==> config.mk <==
export PLATFORM = sky130hd
export DESIGN_NAME = data_memory_controller
export DESIGN_NICKNAME = d
export VERILOG_FILES = /design/src/rtl/data_memory_controller_pkg.sv /design/src/rtl/data_memory_controller_load_data_aligner.sv /design/src/rtl/data_memory_controller.sv
export SDC_FILE = /design/constraint.sdc
export NUM_CORES = 1
export LEC_CHECK = 0
export CELL_PAD_IN_SITES_DETAIL_PLACEMENT = 1
export CELL_PAD_IN_SITES_GLOBAL_PLACEMENT = 2
export CORE_ASPECT_RATIO = 1.2
export CORE_UTILIZATION = 22
export CTS_BUF_LIST = sky130_fd_sc_hd__clkbuf_4 sky130_fd_sc_hd__clkbuf_8
export CTS_CLUSTER_DIAMETER = 150
export CTS_CLUSTER_SIZE = 28
export DETAILED_ROUTE_END_ITERATION = 10
export PLACE_DENSITY = 0.87
export SYNTH_ARGS = -nofsm -noshare
export SYNTH_HDL_FRONTEND = slang
export SYNTH_SLANG_ARGS = --single-unit
==> constraint.sdc <==
create_clock -name clk -period 2.85 [get_ports clk]
set_clock_uncertainty 0.15 [all_clocks]
set_input_delay 0.57 -clock clk [delete_from_list [all_inputs] [get_ports clk]]
set_output_delay 0.57 -clock clk [all_outputs]
set_load 0.005 [all_outputs]
==> src/rtl/data_memory_controller_pkg.sv <==
// Shared definitions for the MEM-stage data memory controller: FSM state
// encodings, load/store funct3 width codes and the alignment check.
package data_memory_controller_pkg;

    // FSM state encodings
    localparam logic [1:0] ST_IDLE     = 2'd0;
    localparam logic [1:0] ST_REQ      = 2'd1;
    localparam logic [1:0] ST_WAIT_RSP = 2'd2;
    localparam logic [1:0] ST_DONE     = 2'd3;

    // Load width codes (funct3)
    localparam logic [2:0] LOAD_LB  = 3'b000;
    localparam logic [2:0] LOAD_LH  = 3'b001;
    localparam logic [2:0] LOAD_LW  = 3'b010;
    localparam logic [2:0] LOAD_LBU = 3'b100;
    localparam logic [2:0] LOAD_LHU = 3'b101;

    // Store width codes (funct3)
    localparam logic [2:0] STORE_SB = 3'b000;
    localparam logic [2:0] STORE_SH = 3'b001;
    localparam logic [2:0] STORE_SW = 3'b010;

    // True when the access cannot be issued on the bus: halfword on an odd
    // byte, word off a word boundary, or a store with no byte strobes.
    function automatic logic is_misaligned(
        input logic       is_load,
        input logic [2:0] f3,
        input logic [1:0] offset,
        input logic [3:0] mask
    );
        logic mis;
        mis = 1'b0;
        if (is_load) begin
            case (f3)
                LOAD_LB, LOAD_LBU: mis = 1'b0;
                LOAD_LH, LOAD_LHU: mis = offset[0];
                LOAD_LW:           mis = (offset != 2'b00);
                default:           mis = 1'b0;
            endcase
        end else begin
            case (f3)
                STORE_SB: mis = 1'b0;
                STORE_SH: mis = offset[0];
                STORE_SW: mis = (offset != 2'b00);
                default:  mis = 1'b0;
            endcase
            if (mask == 4'b0000) begin
                mis = 1'b1;
            end
        end
        return mis;
    endfunction

endpackage

==> src/rtl/data_memory_controller_load_data_aligner.sv <==
// Right-aligns a bus read word by the access byte offset so the addressed
// byte/halfword lands in the low lanes; vacated upper lanes are zero-filled.
module load_data_aligner (
    input  logic [31:0] data_i,
    input  logic [1:0]  offset_i,
    output logic [31:0] data_o
);

    // Logical shift right by 8*offset
    always_comb begin
        data_o = data_i >> {offset_i, 3'b000};
    end

endmodule

==> src/rtl/data_memory_controller.sv <==
// MEM-stage bridge between the byte-enable logic and the data-memory bus.
// Issues one valid/ready request per load/store, waits for the response
// (bounded by TIMEOUT_CYCLES), stalls the pipeline meanwhile and presents
// aligned read data and trap flags in DONE until the stage advances.
module data_memory_controller
    import data_memory_controller_pkg::*;
#(
    parameter int unsigned TIMEOUT_CYCLES = 255
) (
    input  logic        clk,
    input  logic        reset,
    input  logic        memory_read,
    input  logic        memory_write,
    input  logic [2:0]  funct3,
    input  logic [31:0] address,
    input  logic [31:0] write_data,
    input  logic [3:0]  write_mask,
    input  logic        mem_stage_hold,
    output logic [31:0] read_data,
    output logic        stall,
    output logic        misaligned,
    output logic        access_fault,
    output logic        bus_req_valid,
    input  logic        bus_req_ready,
    output logic [31:0] bus_addr,
    output logic        bus_write,
    output logic [31:0] bus_wdata,
    output logic [3:0]  bus_wstrb,
    input  logic        bus_rsp_valid,
    input  logic [31:0] bus_rdata,
    input  logic        bus_rsp_error
);

    localparam int unsigned CNT_W = $clog2(TIMEOUT_CYCLES + 1);

    logic [1:0]       state_q, state_d;
    logic [CNT_W-1:0] cnt_q, cnt_d, cnt_inc;
    logic [31:0]      read_data_q, read_data_d;
    logic             misaligned_q, misaligned_d;
    logic             access_fault_q, access_fault_d;
    logic             req_valid_q, req_valid_d;
    logic [31:0]      addr_q, addr_d;
    logic             write_q, write_d;
    logic [31:0]      wdata_q, wdata_d;
    logic [3:0]       wstrb_q, wstrb_d;
    logic [1:0]       offset_q, offset_d;

    logic             access;
    logic             is_load;
    logic             access_misaligned;
    logic [31:0]      aligned_rdata;

    assign access            = memory_read | memory_write;
    assign is_load           = memory_read;
    assign access_misaligned = is_misaligned(is_load, funct3, address[1:0], write_mask);
    assign cnt_inc           = cnt_q + CNT_W'(1);

    load_data_aligner u_load_data_aligner (
        .data_i   (bus_rdata),
        .offset_i (offset_q),
        .data_o   (aligned_rdata)
    );

    // Next-state and registered-output update for the access FSM
    always_comb begin
        state_d        = state_q;
        cnt_d          = cnt_q;
        read_data_d    = read_data_q;
        misaligned_d   = misaligned_q;
        access_fault_d = access_fault_q;
        req_valid_d    = req_valid_q;
        addr_d         = addr_q;
        write_d        = write_q;
        wdata_d        = wdata_q;
        wstrb_d        = wstrb_q;
        offset_d       = offset_q;

        case (state_q)
            ST_IDLE: begin
                cnt_d = '0;
                if (access) begin
                    if (access_misaligned) begin
                        state_d        = ST_DONE;
                        misaligned_d   = 1'b1;
                        access_fault_d = 1'b0;
                        read_data_d    = '0;
                    end else begin
                        state_d     = ST_REQ;
                        req_valid_d = 1'b1;
                        addr_d      = {address[31:2], 2'b00};
                        offset_d    = address[1:0];
                        write_d     = ~is_load;
                        wdata_d     = write_data;
                        wstrb_d     = is_load ? 4'b0000 : write_mask;
                    end
                end
            end

            ST_REQ: begin
                if (bus_req_ready) begin
                    state_d     = ST_WAIT_RSP;
                    req_valid_d = 1'b0;
                    cnt_d       = '0;
                end
            end

            ST_WAIT_RSP: begin
                if (bus_rsp_valid) begin
                    state_d        = ST_DONE;
                    read_data_d    = write_q ? 32'h0 : aligned_rdata;
                    access_fault_d = bus_rsp_error;
                end else if (cnt_inc == CNT_W'(TIMEOUT_CYCLES)) begin
                    state_d        = ST_DONE;
                    read_data_d    = '0;
                    access_fault_d = 1'b1;
                end else begin
                    cnt_d = cnt_inc;
                end
            end

            ST_DONE: begin
                if (!mem_stage_hold) begin
                    state_d        = ST_IDLE;
                    misaligned_d   = 1'b0;
                    access_fault_d = 1'b0;
                    read_data_d    = '0;
                end
            end

            default: begin
                state_d = ST_IDLE;
            end
        endcase
    end

    // State and output registers with synchronous reset
    always_ff @(posedge clk) begin
        if (reset) begin
            state_q        <= ST_IDLE;
            cnt_q          <= '0;
            read_data_q    <= '0;
            misaligned_q   <= 1'b0;
            access_fault_q <= 1'b0;
            req_valid_q    <= 1'b0;
            addr_q         <= '0;
            write_q        <= 1'b0;
            wdata_q        <= '0;
            wstrb_q        <= '0;
            offset_q       <= '0;
        end else begin
            state_q        <= state_d;
            cnt_q          <= cnt_d;
            read_data_q    <= read_data_d;
            misaligned_q   <= misaligned_d;
            access_fault_q <= access_fault_d;
            req_valid_q    <= req_valid_d;
            addr_q         <= addr_d;
            write_q        <= write_d;
            wdata_q        <= wdata_d;
            wstrb_q        <= wstrb_d;
            offset_q       <= offset_d;
        end
    end

    assign read_data     = read_data_q;
    assign misaligned    = misaligned_q;
    assign access_fault  = access_fault_q;
    assign bus_req_valid = req_valid_q;
    assign bus_addr      = addr_q;
    assign bus_write     = write_q;
    assign bus_wdata     = wdata_q;
    assign bus_wstrb     = wstrb_q;
    assign stall         = (state_q != ST_DONE) & access;

endmodule

### After elaboration in Yosys (flattened, before gate mapping)

Cells that the tools add are included.

* add/sub/neg operators: 1
* reduce and logical (&&, ||, !) cells: 14
* bitwise logic cells: 4
* multiplexer cells: 36
* shifts and indexed selects: 1
* equal/unequal tests: 16

Operator list (count)
* 32-bit 2-to-1 mux: 6
* 32-bit one-hot mux with 3 select lines: 1
* 32-bit by 5-bit >> shifter with 32-bit output: 1
* 8-bit 2-to-1 mux: 3
* 8-bit one-hot mux with 3 select lines: 1
* 2-bit inequality test, second input constant: 8
* 4-bit AND reduction: 4
* 1-bit 2-to-1 mux: 12
* 2-bit 2-to-1 mux: 6
* 8-bit by 1-bit adder with 8-bit output, second input constant: 1
* 8-bit == test, second input constant: 1
* 1-bit one-hot mux with 2 select lines: 4
* 2-bit one-hot mux with 4 select lines: 1
* 2-bit nonzero test: 3
* 3-bit nonzero test: 2
* 5-bit AND reduction: 1
* 2-bit == test, second input constant: 2
* 4-bit logical NOT: 1
* 4-bit 2-to-1 mux: 1
* 3-bit by 1-bit == test with 1-bit output, second input constant: 1
* 3-bit by 2-bit == test with 1-bit output, second input constant: 1
* 3-bit == test, second input constant: 1
* 3-bit inequality test, second input constant: 1
* 1-bit one-hot mux with 3 select lines: 1
* other kinds (7): 8

* bits in registers: 114
* input bits: 111
* word-level logic and storage cells: 83

### Logic depth before layout (Yosys ltp)

Gate-level depths: netlist of the first run.

* depth in word-level cells: 7
* depth in mapped cells: 9

### Cells and area by module

Synthesis of the first run repeated with hierarchy kept, for this count alone.

* cell total of the unflattened synthesis: 633
* area total of the unflattened synthesis: 5238.8 um^2

By module, submodules not included
* data_memory_controller: cells an instance 567, seq. area each 2282.2 um^2, area an instance 4688.2 um^2, times used 1
* load_data_aligner: cells an instance 66, seq. area each 0.0 um^2, area an instance 550.5 um^2, times used 1

### Worst setup path before layout of the first run

No wires, ideal clock.

* kind: input port to flip-flop
* start: input write_mask[0]
* end: register read_data_q[16] (netlist: read_data[16])
* library setup time: 0.123 ns
* arrival time: 2.427 ns
* required time: 2.577 ns
* stages on the path: 6
* setup slack: 0.150 ns
* cells stage by stage: or4_1 o32ai_1 a21oi_1 a2111oi_4 buf_6 mux2_1

* word-level cells in the longest chain between the ends: 5

Ends and longest elaborated chain
* start, declared: line data_memory_controller.sv:17 `input logic [3:0] write_mask,`
* 4-bit logical NOT: line data_memory_controller_pkg.sv:47 `if (mask == 4'b0000) begin`
* 1-bit 2-to-1 mux: line data_memory_controller_pkg.sv:47
* 1-bit 2-to-1 mux: line data_memory_controller_pkg.sv:33 `if (is_load) begin`
* 2-bit inequality test (no source line)
* 5-bit AND reduction (no source line)
* end signal, assigned: line data_memory_controller.sv:153 `read_data_q <= read_data_d;`
* end, declared: line data_memory_controller.sv:38 `logic [31:0] read_data_q, read_data_d;`

No other way between the ends.
A chain may end at the register's enable or synchronous reset.

### Worst setup path after layout of the first run

* start: input memory_read
* end: output stall

* word-level cells in the longest chain between the ends: 2

Ends and longest elaborated chain
* start, declared: line data_memory_controller.sv:12 `input logic memory_read,`
* 1-bit OR: line data_memory_controller.sv:53 `assign access = memory_read | memory_write;`
* 1-bit AND: line data_memory_controller.sv:173 `assign stall = (state_q != ST_DONE) & access;`
* end, declared: line data_memory_controller.sv:20 `output logic stall,`

No other way between the ends.

==> parameters.txt, run 1 <==
Parameter                              Value

Status
  Result of the run    completed

Yosys
  Sequential fraction of the synthesis area    44.8%
  Leading register cell type out of synthesis    sky130_fd_sc_hd__dfxtp_1
  Number of register bits inferred by synthesis    114
  Number of synthesis warnings    0
  Mean instance size in the synthesized netlist    8.13 µm²
  Area of the mapped netlist    5090 µm²
  Proportion of synthesized flip-flops having asynchronous set or reset    0%
  Synth Instances    627
  Netlist cell types    50
  Number of synthesized flops with an enable pin    0

Place
  Cell Count Post-Placement    1138
  Port buffer count    213
  Final HPWL from detailed placement    13100 µm
  Last weighted congestion value of the routability-driven placer    0.764
  Post-placement setup slack    -0.274 ns

Timing
  Final Hold Fails    0
  Actual slew at the worst max-slew pin    0.714 ns
  Setup-violating endpoint count in the final report    0
  Period utilization    94.7%
  Max-slew headroom at the worst pin    52.3%
  RSZ-0062 raised after global routing    false
  Worst-case hold slack    0.304 ns
  Number of pins with negative max-slew slack in the final report    0
  Final Worst Setup Slack    0.151 ns
  Fmax    370 MHz
  Final worst path period need    2.70 ns

Setup path
  Kind of critical path    primary input to primary output
  Crit path DAT    1.98 ns
  Crit path from    memory_read
  Setup crit end    stall
  Sort of element at the start of the critical path    primary input
  Worst reg2reg path endpoint    read_data[0]
  Internal reg-to-reg setup slack    0.20 ns
  Setup crit end kind    primary output
  Data required time of the critical path    2.13 ns
  Worst R2R Start    cnt_q[0]
  Worst R2R Path Depth    9
  Top fanout value on the critical path    5

Global route
  Total global-route track usage    14.9%
  Grt total ovfl    0
  Pin count of the biggest net entering global routing    57
  Initial antenna violation count    0
  Global-route wire length before repair    27500 µm
  Vias in the first global route    5118

Final layout
  Post-layout net count    966
  Storage cell area    2280 µm²
  Layout cells sized above 1    9.77%
  Synthesis-to-finish area growth    60.0%
  Count of antenna diodes in the layout    0
  Core occupancy in the finished layout    36.1%
  Filler cell count in the final layout    2673
  Most common library cell in the layout ignoring fill and taps    sky130_fd_sc_hd__clkdlybuf4s50_1
  Leading cell types in the layout, fill and taps excluded    sky130_fd_sc_hd__clkdlybuf4s50_1 (212), sky130_fd_sc_hd__nand2_1 (201), sky130_fd_sc_hd__dfxtp_1 (114), sky130_fd_sc_hd__a21oi_1 (74), sky130_fd_sc_hd__mux2i_1 (43)
  Cell Count, Final, Fillers Out    1170
  Area taken by multi-input logic gates    2590 µm²

Floorplanning
  Die outline area    23800 µm²
  Initial Utilization    22.5%
  Std cell rows    60
  Core area    22600 µm²
  Floorplan die width    141 µm
  IO Count    216
  Die outline height    169 µm

Clocking
  Quantity of gates resized following cts    0
  Clock-pin slew on the worst setup and hold paths    0.08 ns
  Total clock sinks    114
  Clock tree from TritonCTS    built
  Quantity of hold-fixing buffers added after cts    0
  Max Root-Sink Buffers    2
  CTS H-Tree Depth    4
  Clock Root Buffer    sky130_fd_sc_hd__clkbuf_8
  Later-pin clock latency in the skew report    0.42 ns
  Post-CTS Setup Repair Bufs    0
  Num CTS Buffers    17

Worst hold path
  Min-delay worst type    flip-flop to flip-flop

Drt
  Wirelength per Cell    14.9 µm
  Antenna-violating nets left    0
  Total iterations of the first detailed-routing run    4
  # DRC    0
  First DRT Iteration DRCs    267
  Total met2 wirelength after detailed routing    8920 µm
  Highest routed metal layer    met4
  Via count of the routed design    5090
  DRT met1 WL    7400 µm
  Overall routed net length    17500 µm
  Vias per Instance    4.35
  Detailed route wirelength on metal3    847 µm

Pwr
  Total leakage power    0.00295 µW
  Power Density    749 nW/µm²
  Largest voltage drop on the vdd net    320 µV
  Total Power    6100 µW

Run
  Max-cap viol count    0
[area by class of cell]
| type | count | area share [%] |
|---|---|---|
| clock buffer | 18 | 3.04 |
| timing repair buffer | 244 | 30.1 |
| inverter | 11 | 0.507 |
| tap | 310 | 4.76 |
| sequential | 114 | 28.0 |
| clock inverter | 14 | 1.90 |
| multi-input combinational | 459 | 31.7 |
[report_power, final]
part	internal [µW]	leakage (µW)	total [µW]	switching [µW]
registers	1840	0.000930	1980	142
logic	1310	0.00183	2570	1250
clock network	811	0.000194	1550	743
total	3960	0.00295	6100	2140
[flip-flops by register name (all words and copies together) (netlist names)]
| name | flops |
|---|---|
| access_fault | 1 |
| bus_req_valid | 1 |
| bus_write | 1 |
| misaligned | 1 |
| bus_wdata | 32 |
| state_q | 2 |
| bus_wstrb | 4 |
| cnt_q | 8 |
| offset_q | 2 |
| bus_addr | 30 |
| read_data | 32 |
[stage by stage]
| stage | instance area (µm²) | setup TNS [ns] |
|---|---|---|
| floorplan | 5100 | 0 |
| global placement | 7740 | -10.39 |
| detailed placement | 7740 | -13.63 |
| CTS | 8150 | 0 |
| global route | 8150 | 0 |
| finish | 8150 | 0 |
[worst min path at each step]
stage	end	start	cells after the start	slack [ns]
after floorplan	bus_wstrb[0]	bus_wstrb[0]	2	0.30
after detailed placement	bus_wdata[19]	bus_wdata[19]	2	0.30
after global placement	bus_wstrb[1]	bus_wstrb[1]	2	0.29
after global routing	bus_wdata[19]	bus_wdata[19]	2	0.32
after CTS	bus_wdata[19]	bus_wdata[19]	2	0.31
final	bus_wdata[21]	bus_wdata[21]	2	0.30
[kinds of logic (layout without fill, tap and decap cells)]
family | after synthesis | in the layout | synth area share [%]
DFF | 114 | 114 | 44.8
other | 1 | 2 | 0.0736
and+or+nand+nor | 264 | 264 | 21.4
xor gates and xnor gates | 2 | 2 | 0.344
muxes | 59 | 59 | 12.0
AOI/OAI and AO/OA | 124 | 124 | 14.8
adders and majority gates | 8 | 8 | 1.96
buffers and inverters | 55 | 287 | 4.69
[cell usage after synthesis (all sizes together) (5+ instances only)]
cell type  count  area (µm²)
nor2b         12        75.1
nor3           5        25.0
ha             8         100
nand2        202         761
nand3b         5        37.5
o211ai        11        87.6
o21ai         13        65.1
clkbuf        35         131
dfxtp        114        2280
nor2          22        82.6
mux2i         43         430
buf            9        66.3
nand3          7        35.0
inv           11        41.3
a21oi         75         379
mux2          16         180
[layer usage]
layer / track usage, % / vias to the layer above
met3: 3.71 / 16
met1: 17.5 / 2400
met4: 5.29 / 0
li1: - / 2543
met2: 26.2 / 131
met5: 0 / -
[critical path, cell delays in order]
cell and delay, ns:
sky130_fd_sc_hd__clkdlybuf4s50_1 0.54, sky130_fd_sc_hd__buf_4 0.15, sky130_fd_sc_hd__nor2_2 0.05, sky130_fd_sc_hd__nor2_1 0.10, sky130_fd_sc_hd__clkdlybuf4s50_1 0.56
(Power assumes the default switching activity.)
==> inputs of run 2 (changes only) <==
ABC_AREA = 1   (was not set)
CORE_UTILIZATION = 21   (was 22)
PLACE_DENSITY = 0.88   (was 0.87)
==> run 2 against run 1 <==
Effect of this change:
- synthesized cell count up 22%
- hold slack better by 0.014 ns
- final area down 0.92%
- setup slack better by 0.0038 ns
- count of clock-buffer cells in the layout unchanged
- core utilization down 3.2 points
- critical path depth down 1
- wire length up 9.6%
- non-clock buffer count down 14
- sequential share of layout area up 0.26 points
- sequential cell count unchanged
- via count up 11%
==> parameters.txt, run 2 <==
Parameter                              Value

Status
  Result of the run    completed

Timing
  RSZ-0062 raised after global routing    false
  Summed negative setup slack over all endpoints    0 ns
  Worst-case hold slack    0.318 ns
  Fmax    371 MHz
  Setup-violating endpoint count in the final report    0
  Max-slew headroom at the worst pin    60.1%
  Final worst path period need    2.70 ns
  Final Hold Fails    0
  Period utilization    94.6%
  Final Worst Setup Slack    0.155 ns
  Actual slew at the worst max-slew pin    0.596 ns
  Number of pins with negative max-slew slack in the final report    0

Drt
  Detailed route wirelength on metal3    1530 µm
  First DRT Iteration DRCs    172
  Wirelength per Cell    14.7 µm
  Via count of the routed design    5643
  Antenna-violating nets left    0
  Overall routed net length    19200 µm
  # DRC    0
  DRT met1 WL    8230 µm
  Highest routed metal layer    met4
  Total met2 wirelength after detailed routing    9030 µm
  Total iterations of the first detailed-routing run    4
  Vias per Instance    4.32

Yosys
  Most used standard cell by instance count after synthesis    sky130_fd_sc_hd__nor2_1
  Post-synthesis share of cell area spent on xor and xnor gates    0.167%
  Largest family of logic cells by synthesized area    simple AND/OR/NAND/NOR gates
  Number of synthesis warnings    0
  Simple-gate area share of the yosys netlist    31.6%
  Cell types occupying the most area after synthesis    sky130_fd_sc_hd__dfxtp_1 (44%), sky130_fd_sc_hd__nor2_1 (15%), sky130_fd_sc_hd__nand2_1 (9.2%), sky130_fd_sc_hd__o21ai_0 (7.3%), sky130_fd_sc_hd__nand3_1 (4.9%)
  Share of the synthesized area in compound gates (AO/OA/AOI/OAI)    15.2%
  Synth top area share    43.5%
  Netlist cell types    30
  Synthesized-area fraction occupied by adder cells    1.91%
  Number of register bits inferred by synthesis    114
  Number of synthesized flops with an enable pin    0
  Leading area contributor after synthesis    sky130_fd_sc_hd__dfxtp_1
  Commonest cells in the netlist    sky130_fd_sc_hd__nor2_1 (206), sky130_fd_sc_hd__nand2_1 (128), sky130_fd_sc_hd__dfxtp_1 (114)
  Synth Instances    767
  Mean instance size in the synthesized netlist    6.84 µm²
  Sequential fraction of the synthesis area    43.5%
  Area of the mapped netlist    5250 µm²
  Proportion of synthesized flip-flops having asynchronous set or reset    0%
  Multiplexer area fraction after synthesis    0%
  Leading register cell type out of synthesis    sky130_fd_sc_hd__dfxtp_1

Setup path
  Worst R2R Path Depth    13
  Worst R2R Start    cnt_q[0]
  Data required time of the critical path    2.13 ns
  Top fanout value on the critical path    4
  Setup crit end kind    primary output
  Crit path DAT    1.98 ns
  Worst reg2reg path endpoint    read_data[10]
  Sort of element at the start of the critical path    primary input
  Internal reg-to-reg setup slack    0.56 ns
  Kind of critical path    primary input to primary output

Place
  Post-placement setup slack    0.109 ns
  Last weighted congestion value of the routability-driven placer    0.747
  Final HPWL from detailed placement    13900 µm
  Port buffer count    213

Pwr
  Largest voltage drop on the vdd net    549 µV
  Sequential share of power    33.6%
  Clock network fraction of design power    19.8%
  Comb pwr share    46.6%
  Power Density    900 nW/µm²
  Total Power    7270 µW
  Total leakage power    0.00330 µW
  Cell-internal power    4390 µW
  P_sw    2880 µW
  Switching power share of the total    39.6%

Final layout
  Core occupancy in the finished layout    32.8%
  Count of antenna diodes in the layout    0
  Post-layout net count    1087
  Synthesis-to-finish area growth    54.0%
  Most common library cell in the layout ignoring fill and taps    sky130_fd_sc_hd__clkdlybuf4s50_1
  Layout cells sized above 1    6.83%
  Leading cell types in the layout, fill and taps excluded    sky130_fd_sc_hd__clkdlybuf4s50_1 (213), sky130_fd_sc_hd__nor2_1 (206), sky130_fd_sc_hd__nand2_1 (128), sky130_fd_sc_hd__dfxtp_1 (114), sky130_fd_sc_hd__o21ai_0 (77)

Clocking
  CTS H-Tree Depth    4
  Clock Root Buffer    sky130_fd_sc_hd__clkbuf_8
  Clock-pin slew on the worst setup and hold paths    0.08 ns
  Quantity of gates resized following cts    0
  Quantity of hold-fixing buffers added after cts    0
  Max Root-Sink Buffers    2
  Post-CTS Setup Repair Bufs    0
  Num CTS Buffers    17
  Clock tree from TritonCTS    built
  Later-pin clock latency in the skew report    0.44 ns
  Total clock sinks    114

Run
  Max-cap viol count    0

Worst hold path
  Min-delay src    bus_wstrb[1]
  Instance count along the most critical hold path    2
  Min-delay worst type    flip-flop to flip-flop
  Hold-critical path endpoint    bus_wstrb[1]

Floorplanning
  Floorplan die width    146 µm
  Core area    24600 µm²
  Initial Utilization    21.3%
  IO Count    216
  Die outline area    25600 µm²
  Std cell rows    63
  Die outline height    175 µm

Global route
  Initial antenna violation count    0
  Pin count of the biggest net entering global routing    65
  Global-route wire length before repair    30600 µm
  Total global-route track usage    15.2%
  Grt total ovfl    0
  Vias in the first global route    5663
[run 2: critical path, cell delays in order]
cell and delay (ns):
sky130_fd_sc_hd__clkdlybuf4s50_1 0.60, sky130_fd_sc_hd__nor2_1 0.14, sky130_fd_sc_hd__nor2_1 0.12, sky130_fd_sc_hd__clkdlybuf4s50_1 0.55
[run 2: area by class of cell]
| type | instances | area (µm²) |
|---|---|---|
| fill | 3046 | 16500 |
| multi-input combinational | 568 | 2580 |
| timing repair buffer | 230 | 2300 |
| sequential | 114 | 2280 |
| tap | 325 | 407 |
| clock buffer | 18 | 248 |
| inverter | 37 | 139 |
| clock inverter | 14 | 119 |
[run 2: metal layers]
layer  track usage (%)  up-vias
li1                  -     2869
met1              17.8     2576
met2              25.5      176
met3              5.51       22
met4              5.51        0
met5                 0        -
[run 2: kinds of logic after synthesis]
kind of cell	count (synthesis)
other cells	1
simple gates	405
buf+inv	86
fa+ha+maj	8
compound gates	152
xor+xnor	1
flops	114
[run 2: worst max-delay path by stage]
stage,start,to,slack (ns)
after floorplan,state_q[0],read_data[0],1.01
final,memory_read,stall,0.15
after CTS,memory_read,stall,0.12
after global routing,memory_read,stall,0.07
after global placement,memory_read,stall,0.14
after detailed placement,memory_read,read_data[20],0.11
[run 2: power by group through the flow]
stage	Clock (µW)	Sequential (µW)	Combinational, µW
global route	1590	2510	3820
CTS	1510	2450	3450
floorplan	0	2450	1780
finish	1440	2440	3390
detailed placement	0	2480	3440
global placement	0	2460	3390
[run 2: metrics by stage]
step / cell area, µm² / cells
after floorplan: 5250 / 768
after global placement: 7710 / 1274
after detailed placement: 7710 / 1274
after CTS: 8080 / 1306
after global routing: 8080 / 1306
final: 8080 / 1306
==> inputs of run 3 (changes only) <==
==> constraint.sdc (replaced) <==
create_clock -name clk -period 2.85 [get_ports clk]
set_clock_uncertainty 0.15 [all_clocks]
set_input_delay 0.4275 -clock clk [delete_from_list [all_inputs] [get_ports clk]]
set_output_delay 0.4275 -clock clk [all_outputs]
set_load 0.005 [all_outputs]
==> run 3 against run 2 <==
Effect of this change:
- maximum frequency up 13%
- count of clock-buffer cells in the layout rose by 1
- final area grew 1.1%
- register-to-register slack gained 0.02 ns
- sequential cell count did not move
- sequential share of layout area fell by 0.30 points
- via count rose by 1.1%
- sequential power about the same
- global-route usage up 0.15 points
- critical path type unchanged
- largest cell class unchanged
- core utilization increased by 0.36 points
==> parameters.txt, run 3 (synthesized netlist as in run 2, its figures left out) <==
Parameter                              Value

Status
  Result of the run    completed

Setup path
  Stages on the worst setup path    4
  Worst Path Buf+Inv    2
  Crit path DAT    1.80 ns
  Sort of element at the start of the critical path    primary input
  Critical Path Slowest Stage Cell    sky130_fd_sc_hd__clkdlybuf4s50_1
  Kind of cell with the highest combined delay on the critical path    buffers and inverters
  Kind of critical path    primary input to primary output
  Crit-path cells    clkdlybuf4s50_1, nor2_1, nor2_1, clkdlybuf4s50_1
  Data required time of the critical path    2.27 ns
  Setup crit end kind    primary output
  Worst R2R Path Depth    10
  Top fanout value on the critical path    4
  Critical path's largest stage delay    0.56 ns
  Internal reg-to-reg setup slack    0.58 ns

Drt
  Antenna-violating nets left    0
  Total iterations of the first detailed-routing run    4
  Via count of the routed design    5706
  Wirelength per Cell    14.9 µm
  Overall routed net length    19400 µm
  First DRT Iteration DRCs    187
  # DRC    0
  Vias per Instance    4.37

Final layout
  Count of antenna diodes in the layout    0
  Leading cell types in the layout, fill and taps excluded    sky130_fd_sc_hd__clkdlybuf4s50_1 (213), sky130_fd_sc_hd__nor2_1 (206), sky130_fd_sc_hd__nand2_1 (128), sky130_fd_sc_hd__dfxtp_1 (114), sky130_fd_sc_hd__o21ai_0 (77)
  Layout cells sized above 1    6.92%
  Most common library cell in the layout ignoring fill and taps    sky130_fd_sc_hd__clkdlybuf4s50_1
  Post-layout net count    1088
  Synthesis-to-finish area growth    55.6%

Timing
  Summed negative setup slack over all endpoints    0 ns
  Number of pins with negative max-slew slack in the final report    0
  Actual slew at the worst max-slew pin    0.782 ns
  Period utilization    83.4%
  Final worst path period need    2.38 ns
  Fmax    421 MHz
  Setup-violating endpoint count in the final report    0
  RSZ-0062 raised after global routing    false
  Max-slew headroom at the worst pin    47.5%
  Final Hold Fails    0
  Final Worst Setup Slack    0.472 ns

Clocking
  Clock-pin slew on the worst setup and hold paths    0.08 ns
  Num CTS Buffers    17
  Max Root-Sink Buffers    2
  Later-pin clock latency in the skew report    0.42 ns
  Quantity of gates resized following cts    0
  Clock Root Buffer    sky130_fd_sc_hd__clkbuf_8
  Post-CTS Setup Repair Bufs    0
  Quantity of hold-fixing buffers added after cts    0
  CTS H-Tree Depth    4
  Clock tree from TritonCTS    built
  Total clock sinks    114

Place
  Port buffer count    213
  Last weighted congestion value of the routability-driven placer    0.745
  Post-placement setup slack    0.209 ns
  Final HPWL from detailed placement    14100 µm

Global route
  Pin count of the biggest net entering global routing    70
  Total global-route track usage    15.4%
  Global-route wire length before repair    31100 µm
  Grt total ovfl    0
  Initial antenna violation count    0
  Vias in the first global route    5801

Floorplanning
  Initial Utilization    21.3%
  Floorplan die width    146 µm
  Core area    24600 µm²
  Die outline area    25600 µm²
  Std cell rows    63
  Die outline height    175 µm
  IO Count    216

Pwr
  Largest voltage drop on the vdd net    426 µV
  Total leakage power    0.00334 µW
  Power Density    931 nW/µm²

Run
  Max-cap viol count    0

Worst hold path
  Instance count along the most critical hold path    2
  Min-delay worst type    flip-flop to flip-flop
[run 3: metrics by stage]
step	total power, µW	instance area, µm²	instances	util [%]	hold WS (ns)
finish	7600	8160	1307	33.2	0.317
global route	8250	8160	1307	33.2	0.340
CTS	7750	8160	1307	33.2	0.321
detailed placement	6000	7730	1275	31.4	0.308
global placement	5930	7730	1275	31.4	0.302
floorplan	4230	5250	768	-	0.305
[run 3: path summary, 6_finish.rpt]
path	start	to
worst max-delay path	memory_read	stall
worst min-delay path	bus_wstrb[3]	bus_wstrb[3]
worst max register to register	state_q[0]	read_data[0]
worst min register to register	bus_wstrb[3]	bus_wstrb[3]
[run 3: final cells by class]
cell class | count | area (µm²)
repair buffers | 231 | 2320
multi-input cells | 568 | 2580
clock inverters | 13 | 173
inverters | 37 | 139
clock buffers | 19 | 262
flip-flops and latches | 114 | 2280
well taps | 325 | 407
fillers | 3035 | 16400
[run 3: power breakdown]
| part | internal, µW | switching (µW) |
|---|---|---|
| Combinational | 1680 | 1770 |
| Sequential | 2110 | 338 |
| Clock | 929 | 764 |
[run 3: worst reg2reg max path, cell delays in order, from the launching register on]
cell and delay [ns]:
sky130_fd_sc_hd__dfxtp_1 0.41, sky130_fd_sc_hd__inv_1 0.11, sky130_fd_sc_hd__ha_1 0.26, sky130_fd_sc_hd__and2_1 0.19
sky130_fd_sc_hd__nor2_1 0.10, sky130_fd_sc_hd__nand2_1 0.11, sky130_fd_sc_hd__nor2_4 0.39, sky130_fd_sc_hd__buf_12 0.23
sky130_fd_sc_hd__nand3_1 0.09, sky130_fd_sc_hd__nand2_1 0.08, sky130_fd_sc_hd__nor2_1 0.04
[run 3: metal layers]
metal | up-vias | global-route usage (%) | share of wire (%)
met4 | 0 | 3.69 | 0.83
met1 | 2650 | 18.5 | 43
met3 | 10 | 5.93 | 8.8
met2 | 178 | 25.7 | 47
li1 | 2868 | - | -
met5 | - | 0 | 0
